--- config.mk ---
export PLATFORM = sky130hd
export DESIGN_NAME = prog_mem_responder_flat
export DESIGN_NICKNAME = d
export VERILOG_FILES = /design/src/rtl/prog_mem_responder_if.sv /design/src/rtl/prog_mem_responder.sv /design/src/flat_wrapper.sv
export SDC_FILE = /design/constraint.sdc
export NUM_CORES = 1
export LEC_CHECK = 0
export CAP_MARGIN = 30
export CELL_PAD_IN_SITES_DETAIL_PLACEMENT = 1
export CELL_PAD_IN_SITES_GLOBAL_PLACEMENT = 2
export CORE_ASPECT_RATIO = 1.2
export CORE_MARGIN = 1.5
export CORE_UTILIZATION = 28
export CTS_CLUSTER_DIAMETER = 150
export DETAILED_ROUTE_END_ITERATION = 10
export PLACE_DENSITY_LB_ADDON = 0.25
export REMOVE_ABC_BUFFERS = 1
export SETUP_SLACK_MARGIN = 0.3
export SLEW_MARGIN = 40
export SYNTH_ARGS = -nofsm -noshare
export SYNTH_HDL_FRONTEND = slang
export SYNTH_SLANG_ARGS = --single-unit
--- constraint.sdc ---
create_clock -name clk -period 2.2 [get_ports clk]
set_input_delay 0.44 -clock clk [delete_from_list [all_inputs] [get_ports clk]]
set_output_delay 0.44 -clock clk [all_outputs]
set_load 0.01 [all_outputs]
--- src/rtl/prog_mem_responder_if.sv ---
// Fetch-path bundle between the fetch unit (master) and the program-memory
// responder (slave): request address channel plus response word channel.
interface prog_mem_if #(
  parameter int ADDR_W = 13,
  parameter int DATA_W = 14
) ();
  logic              req_valid;
  logic              req_ready;
  logic [ADDR_W-1:0] prog_adr;
  logic              rsp_valid;
  logic              rsp_ready;
  logic [DATA_W-1:0] prog_dat;
  logic [ADDR_W-1:0] rsp_adr;
  logic              rsp_err;

  modport master (
    output req_valid, prog_adr, rsp_ready,
    input  req_ready, rsp_valid, prog_dat, rsp_adr, rsp_err
  );

  modport slave (
    input  req_valid, prog_adr, rsp_ready,
    output req_ready, rsp_valid, prog_dat, rsp_adr, rsp_err
  );
endinterface

--- src/rtl/prog_mem_responder.sv ---
// Program-memory responder: DEPTH-word array loaded through a write port,
// 2-stage read pipeline feeding a credit-guarded response FIFO.
// Optional feature macro: PROG_MEM_STALL_STATS_EN enables the saturating
// backpressure stall counter on stall_cnt_o (tied to zero otherwise).
module prog_mem_responder #(
  parameter int                ADDR_W     = 13,
  parameter int                DATA_W     = 14,
  parameter int                DEPTH      = 64,
  parameter int                FIFO_DEPTH = 4,
  parameter logic [DATA_W-1:0] NOP_WORD   = '0
) (
  input  logic                     clk,
  input  logic                     pon_rst_n_i,
  prog_mem_if.slave                bus_if,
  input  logic                     wr_en_i,
  input  logic [$clog2(DEPTH)-1:0] wr_adr_i,
  input  logic [DATA_W-1:0]        wr_dat_i,
  output logic [ADDR_W-1:0]        acc_cnt_o,
  output logic [15:0]              stall_cnt_o
);
  localparam int LW = $clog2(DEPTH);
  localparam int PW = $clog2(FIFO_DEPTH);
  localparam int CW = PW + 1;
  localparam int UW = CW + 1;

  logic [DATA_W-1:0] mem_q [DEPTH];

  logic              s1_vld_q, s2_vld_q;
  logic [ADDR_W-1:0] s1_adr_q, s2_adr_q;
  logic [DATA_W-1:0] s1_dat_q, s2_dat_q;
  logic              s1_err_q, s2_err_q;

  logic [DATA_W-1:0] fifo_dat_q [FIFO_DEPTH];
  logic [ADDR_W-1:0] fifo_adr_q [FIFO_DEPTH];
  logic              fifo_err_q [FIFO_DEPTH];
  logic [PW-1:0]     wr_ptr_q, rd_ptr_q;
  logic [CW-1:0]     cnt_q, cnt_d;
  logic [ADDR_W-1:0] acc_q;

  logic              in_range, accept, push, pop;
  logic [DATA_W-1:0] rd_word;
  logic [UW-1:0]     used;

  // Out-of-range addresses never alias into the array; compare full width.
  assign in_range = bus_if.prog_adr < ADDR_W'(DEPTH);
  assign rd_word  = in_range ? mem_q[bus_if.prog_adr[LW-1:0]] : NOP_WORD;

  // Credits count every word already owed to the FIFO, so a full pipeline
  // can never overflow it; a same-cycle pop only frees a credit next cycle.
  assign used = UW'(cnt_q) + UW'(s1_vld_q) + UW'(s2_vld_q);
  assign bus_if.req_ready = used < UW'(FIFO_DEPTH);

  assign accept = bus_if.req_valid & bus_if.req_ready;
  assign push   = s2_vld_q;
  assign pop    = (cnt_q != '0) & bus_if.rsp_ready;

  assign bus_if.rsp_valid = cnt_q != '0;
  assign bus_if.prog_dat  = fifo_dat_q[rd_ptr_q];
  assign bus_if.rsp_adr   = fifo_adr_q[rd_ptr_q];
  assign bus_if.rsp_err   = fifo_err_q[rd_ptr_q];
  assign acc_cnt_o        = acc_q;

  // Program array: cleared by reset, written through the load port. A read
  // in the same edge as a write to that address sees the old word.
  always_ff @(posedge clk or negedge pon_rst_n_i) begin
    if (!pon_rst_n_i) begin
      for (int i = 0; i < DEPTH; i++) mem_q[i] <= '0;
    end else if (wr_en_i) begin
      mem_q[wr_adr_i] <= wr_dat_i;
    end
  end

  // Two-stage read pipeline: S1 captures the array word at accept, S2 delays
  // one more cycle and pushes into the FIFO.
  always_ff @(posedge clk or negedge pon_rst_n_i) begin
    if (!pon_rst_n_i) begin
      s1_vld_q <= 1'b0; s1_adr_q <= '0; s1_dat_q <= '0; s1_err_q <= 1'b0;
      s2_vld_q <= 1'b0; s2_adr_q <= '0; s2_dat_q <= '0; s2_err_q <= 1'b0;
      acc_q    <= '0;
    end else begin
      s1_vld_q <= accept;
      if (accept) begin
        s1_adr_q <= bus_if.prog_adr;
        s1_dat_q <= rd_word;
        s1_err_q <= ~in_range;
        acc_q    <= acc_q + 1'b1;
      end
      s2_vld_q <= s1_vld_q;
      s2_adr_q <= s1_adr_q;
      s2_dat_q <= s1_dat_q;
      s2_err_q <= s1_err_q;
    end
  end

  // FIFO occupancy: simultaneous push and pop leave the count unchanged.
  always_comb begin
    cnt_d = cnt_q;
    if (push && !pop)      cnt_d = cnt_q + 1'b1;
    else if (!push && pop) cnt_d = cnt_q - 1'b1;
  end

  // Response FIFO storage and pointers; storage is cleared so the head
  // outputs read zero straight out of reset.
  always_ff @(posedge clk or negedge pon_rst_n_i) begin
    if (!pon_rst_n_i) begin
      for (int i = 0; i < FIFO_DEPTH; i++) begin
        fifo_dat_q[i] <= '0;
        fifo_adr_q[i] <= '0;
        fifo_err_q[i] <= 1'b0;
      end
      wr_ptr_q <= '0;
      rd_ptr_q <= '0;
      cnt_q    <= '0;
    end else begin
      if (push) begin
        fifo_dat_q[wr_ptr_q] <= s2_dat_q;
        fifo_adr_q[wr_ptr_q] <= s2_adr_q;
        fifo_err_q[wr_ptr_q] <= s2_err_q;
        wr_ptr_q             <= wr_ptr_q + 1'b1;
      end
      if (pop) rd_ptr_q <= rd_ptr_q + 1'b1;
      cnt_q <= cnt_d;
    end
  end

`ifdef PROG_MEM_STALL_STATS_EN
  logic [15:0] stall_q;
  assign stall_cnt_o = stall_q;

  // Count cycles the fetch unit is held off by credits, saturating.
  always_ff @(posedge clk or negedge pon_rst_n_i) begin
    if (!pon_rst_n_i) begin
      stall_q <= '0;
    end else if (bus_if.req_valid && !bus_if.req_ready && stall_q != 16'hFFFF) begin
      stall_q <= stall_q + 1'b1;
    end
  end
`else
  assign stall_cnt_o = 16'h0;
`endif
endmodule

--- src/flat_wrapper.sv ---
// flat-port wrapper written by rule: the top's interface ports become plain ports
module prog_mem_responder_flat 
#(
  parameter int                ADDR_W     = 13,
  parameter int                DATA_W     = 14,
  parameter int                DEPTH      = 64,
  parameter int                FIFO_DEPTH = 4,
  parameter logic [DATA_W-1:0] NOP_WORD   = '0
)
  (clk, pon_rst_n_i, wr_en_i, wr_adr_i, wr_dat_i, acc_cnt_o, stall_cnt_o, bus_if_req_valid, bus_if_prog_adr, bus_if_rsp_ready, bus_if_req_ready, bus_if_rsp_valid, bus_if_prog_dat, bus_if_rsp_adr, bus_if_rsp_err);
  prog_mem_if #(.ADDR_W(ADDR_W), .DATA_W(DATA_W)) bus_if_i ();
  input  logic clk;
  input  logic pon_rst_n_i;
  input  logic wr_en_i;
  input  logic [$clog2(DEPTH)-1:0] wr_adr_i;
  input  logic [DATA_W-1:0] wr_dat_i;
  output logic [ADDR_W-1:0] acc_cnt_o;
  output logic [15:0] stall_cnt_o;
  input wire logic [$bits(bus_if_i.req_valid)-1:0] bus_if_req_valid;
  input wire logic [$bits(bus_if_i.prog_adr)-1:0] bus_if_prog_adr;
  input wire logic [$bits(bus_if_i.rsp_ready)-1:0] bus_if_rsp_ready;
  output wire logic [$bits(bus_if_i.req_ready)-1:0] bus_if_req_ready;
  output wire logic [$bits(bus_if_i.rsp_valid)-1:0] bus_if_rsp_valid;
  output wire logic [$bits(bus_if_i.prog_dat)-1:0] bus_if_prog_dat;
  output wire logic [$bits(bus_if_i.rsp_adr)-1:0] bus_if_rsp_adr;
  output wire logic [$bits(bus_if_i.rsp_err)-1:0] bus_if_rsp_err;
  assign bus_if_i.req_valid = bus_if_req_valid;
  assign bus_if_i.prog_adr = bus_if_prog_adr;
  assign bus_if_i.rsp_ready = bus_if_rsp_ready;
  assign bus_if_req_ready = bus_if_i.req_ready;
  assign bus_if_rsp_valid = bus_if_i.rsp_valid;
  assign bus_if_prog_dat = bus_if_i.prog_dat;
  assign bus_if_rsp_adr = bus_if_i.rsp_adr;
  assign bus_if_rsp_err = bus_if_i.rsp_err;
  prog_mem_responder #(.ADDR_W(ADDR_W), .DATA_W(DATA_W), .DEPTH(DEPTH), .FIFO_DEPTH(FIFO_DEPTH), .NOP_WORD(NOP_WORD)) u_core (.clk(clk), .pon_rst_n_i(pon_rst_n_i), .bus_if(bus_if_i), .wr_en_i(wr_en_i), .wr_adr_i(wr_adr_i), .wr_dat_i(wr_dat_i), .acc_cnt_o(acc_cnt_o), .stall_cnt_o(stall_cnt_o));
endmodule
## Yosys cells after proc, flatten, opt, wreduce, memory -nomap -nowiden

Cells that the tools add are included.

| storage, ports and cells | value |
|---|---|
| bits in registers | 1086 |
| output and inout port bits | 59 |

| operators by class | value |
|---|---|
| reduce and logical (&&, ||, !) cells | 8 |
| multiplexer cells | 27 |
| bitwise logic cells | 7 |
| add/sub/neg operators | 7 |
| order comparisons | 8 |

Operators with widths:

| cell | count |
|---|---|
| 896-bit bitwise mux | 1 |
| 14-bit two-way mux | 7 |
| 14-bit binary-select mux with 6-bit select | 1 |
| 14-bit demux with 6-bit select | 1 |
| 56-bit bitwise mux | 1 |
| 52-bit bitwise mux | 1 |
| 13-bit two-way mux | 3 |
| 14-bit binary-select mux with 2-bit select | 1 |
| 14-bit demux with 2-bit select | 1 |
| 13-bit binary-select mux with 2-bit select | 1 |
| 13-bit demux with 2-bit select | 1 |
| 7-bit greater-or-equal comparator, second input constant | 2 |
| 6-bit inverter with 7-bit output | 2 |
| 13-bit by 1-bit adder with 13-bit output, second input constant | 1 |
| 13-bit by 7-bit less-than comparator with 1-bit output, second input constant | 1 |
| 7-bit by 1-bit less-than comparator with 1-bit output, second input constant | 1 |
| 3-bit greater-or-equal comparator, second input constant | 2 |
| 3-bit two-way mux | 2 |
| 2-bit inverter with 3-bit output | 2 |
| 2-bit by 1-bit adder with 2-bit output, second input constant | 2 |
| 3-bit by 1-bit adder with 4-bit output | 1 |
| 4-bit by 1-bit adder with 4-bit output | 1 |
| 4-bit bitwise mux | 1 |
| 1-bit logical AND | 4 |
| 12 further kinds | 16 |

## Depth between registers and ports, before layout

| logic depth | value |
|---|---|
| depth after elaboration | 6 |
| gate-level depth with buffers | 9 |

## Least setup slack after synthesis

No wires, ideal clock.

| timing | value |
|---|---|
| path type | input port to flip-flop |
| start point | input port bus_if_prog_adr[0] |
| end point | register u_core.s1_dat_q[9] |
| cell stages on the path | 8 |
| arrival time | 2.158 ns |
| slack | -0.090 ns |
| buffers on the path | 3 |
| path through | clkbuf_1 > buf_2 > buf_2 > mux4_2 > a22oi_1 > nand2_1 > a22oi_1 > nand3_1 |

| between the ends | value |
|---|---|
| longest elaborated chain between the ends | 5 |
| elaborated cells on any way between the ends | 6 |

Ends and longest elaborated chain:

| item | line | RTL |
|---|---|---|
| start: declaration | flat_wrapper.sv:20 | `input wire logic [$bits(bus_if_i.prog_adr)-1:0] bus_if_prog_adr;` |
| 6-bit inverter with 7-bit output (not written as such) | prog_mem_responder.sv:46 | `assign rd_word = in_range ? mem_q[bus_if.prog_adr[LW-1:0]] : NOP_WORD;` |
| 14-bit binary-select mux with 6-bit select | prog_mem_responder.sv:46 |  |
| 14-bit two-way mux (not written as such) (2 in a row) | prog_mem_responder.sv:46 |  |
| 14-bit two-way mux * | prog_mem_responder.sv:46 |  |
| end signal: assignment | prog_mem_responder.sv:84 | `s1_dat_q <= rd_word;` |
| end: declaration | prog_mem_responder.sv:30 | `logic [DATA_W-1:0] s1_dat_q, s2_dat_q;` |

Every way passes the cells marked *; elsewhere a longest branch is shown, timed or not. The select of a mux whose other input is x is not followed.
A chain may end at the register's enable or synchronous reset.

## Worst setup path after layout

| timing | value |
|---|---|
| start point | register u_core.cnt_q[0] |
| end point | register u_core.s1_dat_q[5] |

| between the ends | value |
|---|---|
| longest elaborated chain between the ends | 4 |

Ends and longest elaborated chain:

| item | line | RTL |
|---|---|---|
| start: declaration | prog_mem_responder.sv:37 | `logic [CW-1:0] cnt_q, cnt_d;` |
| start signal: assignment | prog_mem_responder.sv:122 | `cnt_q <= cnt_d;` |
| 3-bit by 1-bit adder with 4-bit output | prog_mem_responder.sv:50 | `assign used = UW'(cnt_q) + UW'(s1_vld_q) + UW'(s2_vld_q);` |
| 4-bit by 1-bit adder with 4-bit output | prog_mem_responder.sv:50 |  |
| 4-bit by 3-bit less-than comparator with 1-bit output | prog_mem_responder.sv:51 | `assign bus_if.req_ready = used < UW'(FIFO_DEPTH);` |
| 1-bit AND | prog_mem_responder.sv:53 | `assign accept = bus_if.req_valid & bus_if.req_ready;` |

Every way passes these cells.

==> impl_metrics.toml <==
[hold_path]
hp-class = "in -> reg"
holdPathEnd = "u_core.mem_q[752]"
worstHoldStart = "wr_dat_i[10]"
whs_path_depth = 2

[power_and_ir_drop]
p_comb_share_pct = 18.9
power_switching_mw = 14.92
p_sw_share_pct = 25.98
totalPowerFinal_mw = 57.44
p_leak_nw = 27.69
clockPowerShare_pct = 38.3
vdd_ir_drop_max_uv = 1119
p_int_mw = 42.51
powerDensity_nw_per_um2 = 948.8
p_seq_share_pct = 42.8

[cts]
root_buffer = "clkbuf_16"
htreeDepth = 3
numCtsBuffers = 118
clk_pin_slew_ns = 0.06
cts_buffer_depth = 3
tritoncts = "yes"
insertion_delay_ns = 0.73
clkSinkCount = 1086

[sta]
max_slew.worst_pin.slew_ns = 0.7926
setup_ws_ns = -0.5926
worst_hold_slack_ns = 0.1855
finalCritPeriodShare_pct = 126.9
max_slew_margin_pct = 47.16
fin_tns_setup_ns = -16.63
finalSetupViolations = 49
drv_slew = 0
fmax_mhz = 358.1
period_minus_slack_ns = 2.793
timing_hold_violations_final = 0
finClkSkew_ns = 0.02661
rsz0062_at_grt = "yes"

[global_routing]
grt_pass1_wl_um = 223100
busiest_layer = "met2"
grt_usage_pct = 17.18
met3_usage_pct = 1.959
grt_util_met1_pct = 22.39
grt_pass1_vias = 31430
use_met2_pct = 30.22
grt_max_degree = 96
grt-ovfl-total = 0
antenna_found_initial = 11

[detailed_routing]
drt-total-wl_um = 148000
vias_per_cell = 4.867
ant_nets = 0
first_pass_iters = 5
route.detailed.drc = 0
wl_per_cell_um = 25.59
via_count = 28140
drt_first_iter_violations = 1360

[placement]
routabilityCongestion = 0.7699
place_ws_ns = -0.8770
portBuffers = 80
dp_hpwl_um = 96820

[layout]
syn_to_final_growth_pct = 25.11
layout-drive-gt1-share_pct = 58.53
nets = 3455

[setup_path]
startpoint = "u_core.cnt_q[0]"
cp-start-kind = "register"
r2r_slack_ns = -0.59
path_cells = "ha_4 -> a21oi_2 -> buf_4 -> o2111a_2 -> and4b_1 -> buf_12 -> buf_6 -> buf_6 -> a222oi_1 -> buf_4 -> nand3_2"
arrival_ns = 3.41
r2r_cells = 11
path_class = "reg -> reg"
critPathSlowestCell = "a222oi_1"
rr_endpoint = "u_core.s1_dat_q[5]"
r2r_start = "u_core.cnt_q[0]"
critPathMaxStageDelay_ns = 0.54
required_ns = 2.82
end_kind = "register"
worstPathMaxFanout = 5

[status]
status = "finished, violations left"
violations = "setup timing"

[synth]
ys.flop_type = "dfrtp_1"
synth_top_cell_by_area = "dfrtp_1"
netlist_top_cells_area = "dfrtp_1 (56%), mux2_2 (25%), mux4_2 (11%)"
synth_seq_cells = 1086
syn_area_um2 = 48390
syn-instance-count = 3080
yosysMostFrequentCell = "dfrtp_1"
synthTopCellsByCount = "dfrtp_1 (1086), mux2_2 (1063), mux4_2 (247), clkbuf_1 (135), nand2_1 (102)"
yosysSeqAreaShare_pct = 56.16
synth_cell_types = 50
ys.warnings.count = 0
synthArstFlopShare_pct = 100.0
synth_top_area_share_pct = 56.16
synth_edf_count = 0
avgSynthCellArea_um2 = 15.71

[floorplan]
coreArea_um2 = 171100
die_x_um = 382.5
fp.dieArea_um2 = 175300
start_util_pct = 28.27
die_height_um = 458.4
fp-row-count = 166
io_pins = 97

[run]
drv_cap = 0
cells in the final DEF (no fill, tap or decap), types with 12 or more instances in the layout:
master | netlist | layout
nand2_1 | 102 | 80
clkbuf_8 | 0 | 25
buf_4 | 27 | 215
a222oi_1 | 12 | 12
clkbuf_16 | 0 | 119
clkdlybuf4s50_1 | 0 | 18
dfrtp_1 | 1086 | 1085
clkbuf_1 | 135 | 12
mux2_2 | 1063 | 1063
mux2i_1 | 15 | 15
nor2_2 | 0 | 12
bufinv_16 | 0 | 22
mux4_2 | 247 | 247
buf_2 | 80 | 20
buf_12 | 0 | 148
clkinv_2 | 0 | 36
a22oi_1 | 75 | 72
nand3_1 | 25 | 17
buf_6 | 2 | 53
conb_1 | 1 | 16
nor2_1 | 61 | 44
power groups by stage:
stage	sequential (mW)	clock [mW]	combinational, mW
6_report	24.6	22.0	10.9
5_1_grt	25.0	23.4	11.7
4_1_cts	24.6	22.7	10.8
3_5_place_dp	25.0	0	9.90
3_3_place_gp	24.9	0	9.73
2_1_floorplan	24.6	0	5.35
routing by layer:
metal	part of all wire, %	vias to the layer above
met1	44	15540
met3	2.7	163
met2	51	384
met5	0.021	-
li1	-	12050
met4	2.0	4
cell type report:
class                   count  area [µm²]
fillers                 17400      110600
flip-flops and latches   1086       27180
multi-input cells        1717       20380
repair buffers            476        5757
clock buffers             156        3367
well taps                2268        2838
clock inverters            68       965.9
inverters                  10       42.54
diodes                      2       5.005
worst max-delay path by stage:
| stage | endpoint | slack (ns) | depth (start not counted) |
|---|---|---|---|
| final | u_core.s1_dat_q[5] | -0.59 | 11 |
| after global routing | u_core.s1_dat_q[5] | -0.60 | 11 |
| after CTS | u_core.s1_dat_q[3] | -0.59 | 9 |
| after detailed placement | u_core.s1_dat_q[3] | -0.88 | 7 |
| after global placement | u_core.s1_dat_q[0] | -0.97 | 7 |
| after floorplan | u_core.acc_cnt_o[4] | -1.84 | 6 |
state kept, by name, summed over array words and instances (netlist names), 2 cells and up:
signal / count
u_core.mem_q: 896
u_core.fifo_dat_q: 56
u_core.fifo_adr_q: 52
u_core.s1_dat_q: 14
u_core.s2_dat_q: 14
u_core.acc_cnt_o: 13
u_core.s1_adr_q: 13
u_core.s2_adr_q: 13
u_core.fifo_err_q: 4
u_core.cnt_q: 3
u_core.rd_ptr_q: 2
u_core.wr_ptr_q: 2
what timing repair did:
action	4_1_cts	5_1_grt
buffers inserted	45	10
hold buffers	1	0
pin swaps	31	33
endpoints found under the setup margin	82	158
hold endpoints to repair	183	0
resized for setup	282	46
gates cloned	1	0
critical path, delay by kind of cell, from the launching register on:
kind            cells  cell delay (ns)
compound gates      3             0.88
flops               1             0.41
simple gates        2             0.30
buf+inv             5             0.78
fa+ha+maj           1             0.28
cells by family (layout without fill, tap and decap cells):
logic type / Yosys count / count (layout) / share of synthesized area [%]
buffers and inverters: 292 / 710 / 2.713
and+or+nand+nor: 236 / 236 / 2.203
DFF: 1086 / 1086 / 56.16
adders and majority gates: 8 / 8 / 0.2224
AOI/OAI and AO/OA: 114 / 114 / 1.818
xor gates and xnor gates: 18 / 18 / 0.3258
muxes: 1325 / 1325 / 36.55
other: 1 / 18 / 0.007750
per-stage QoR:
step,util [%],instance area [µm²],instances
after global placement,32.17,55050,5495
final,35.37,60540,5783
after detailed placement,32.19,55090,5499
after floorplan,-,47170,2813
after CTS,35.20,60240,5770
after global routing,35.37,60530,5782
Power figures use the tool's default switching activity.
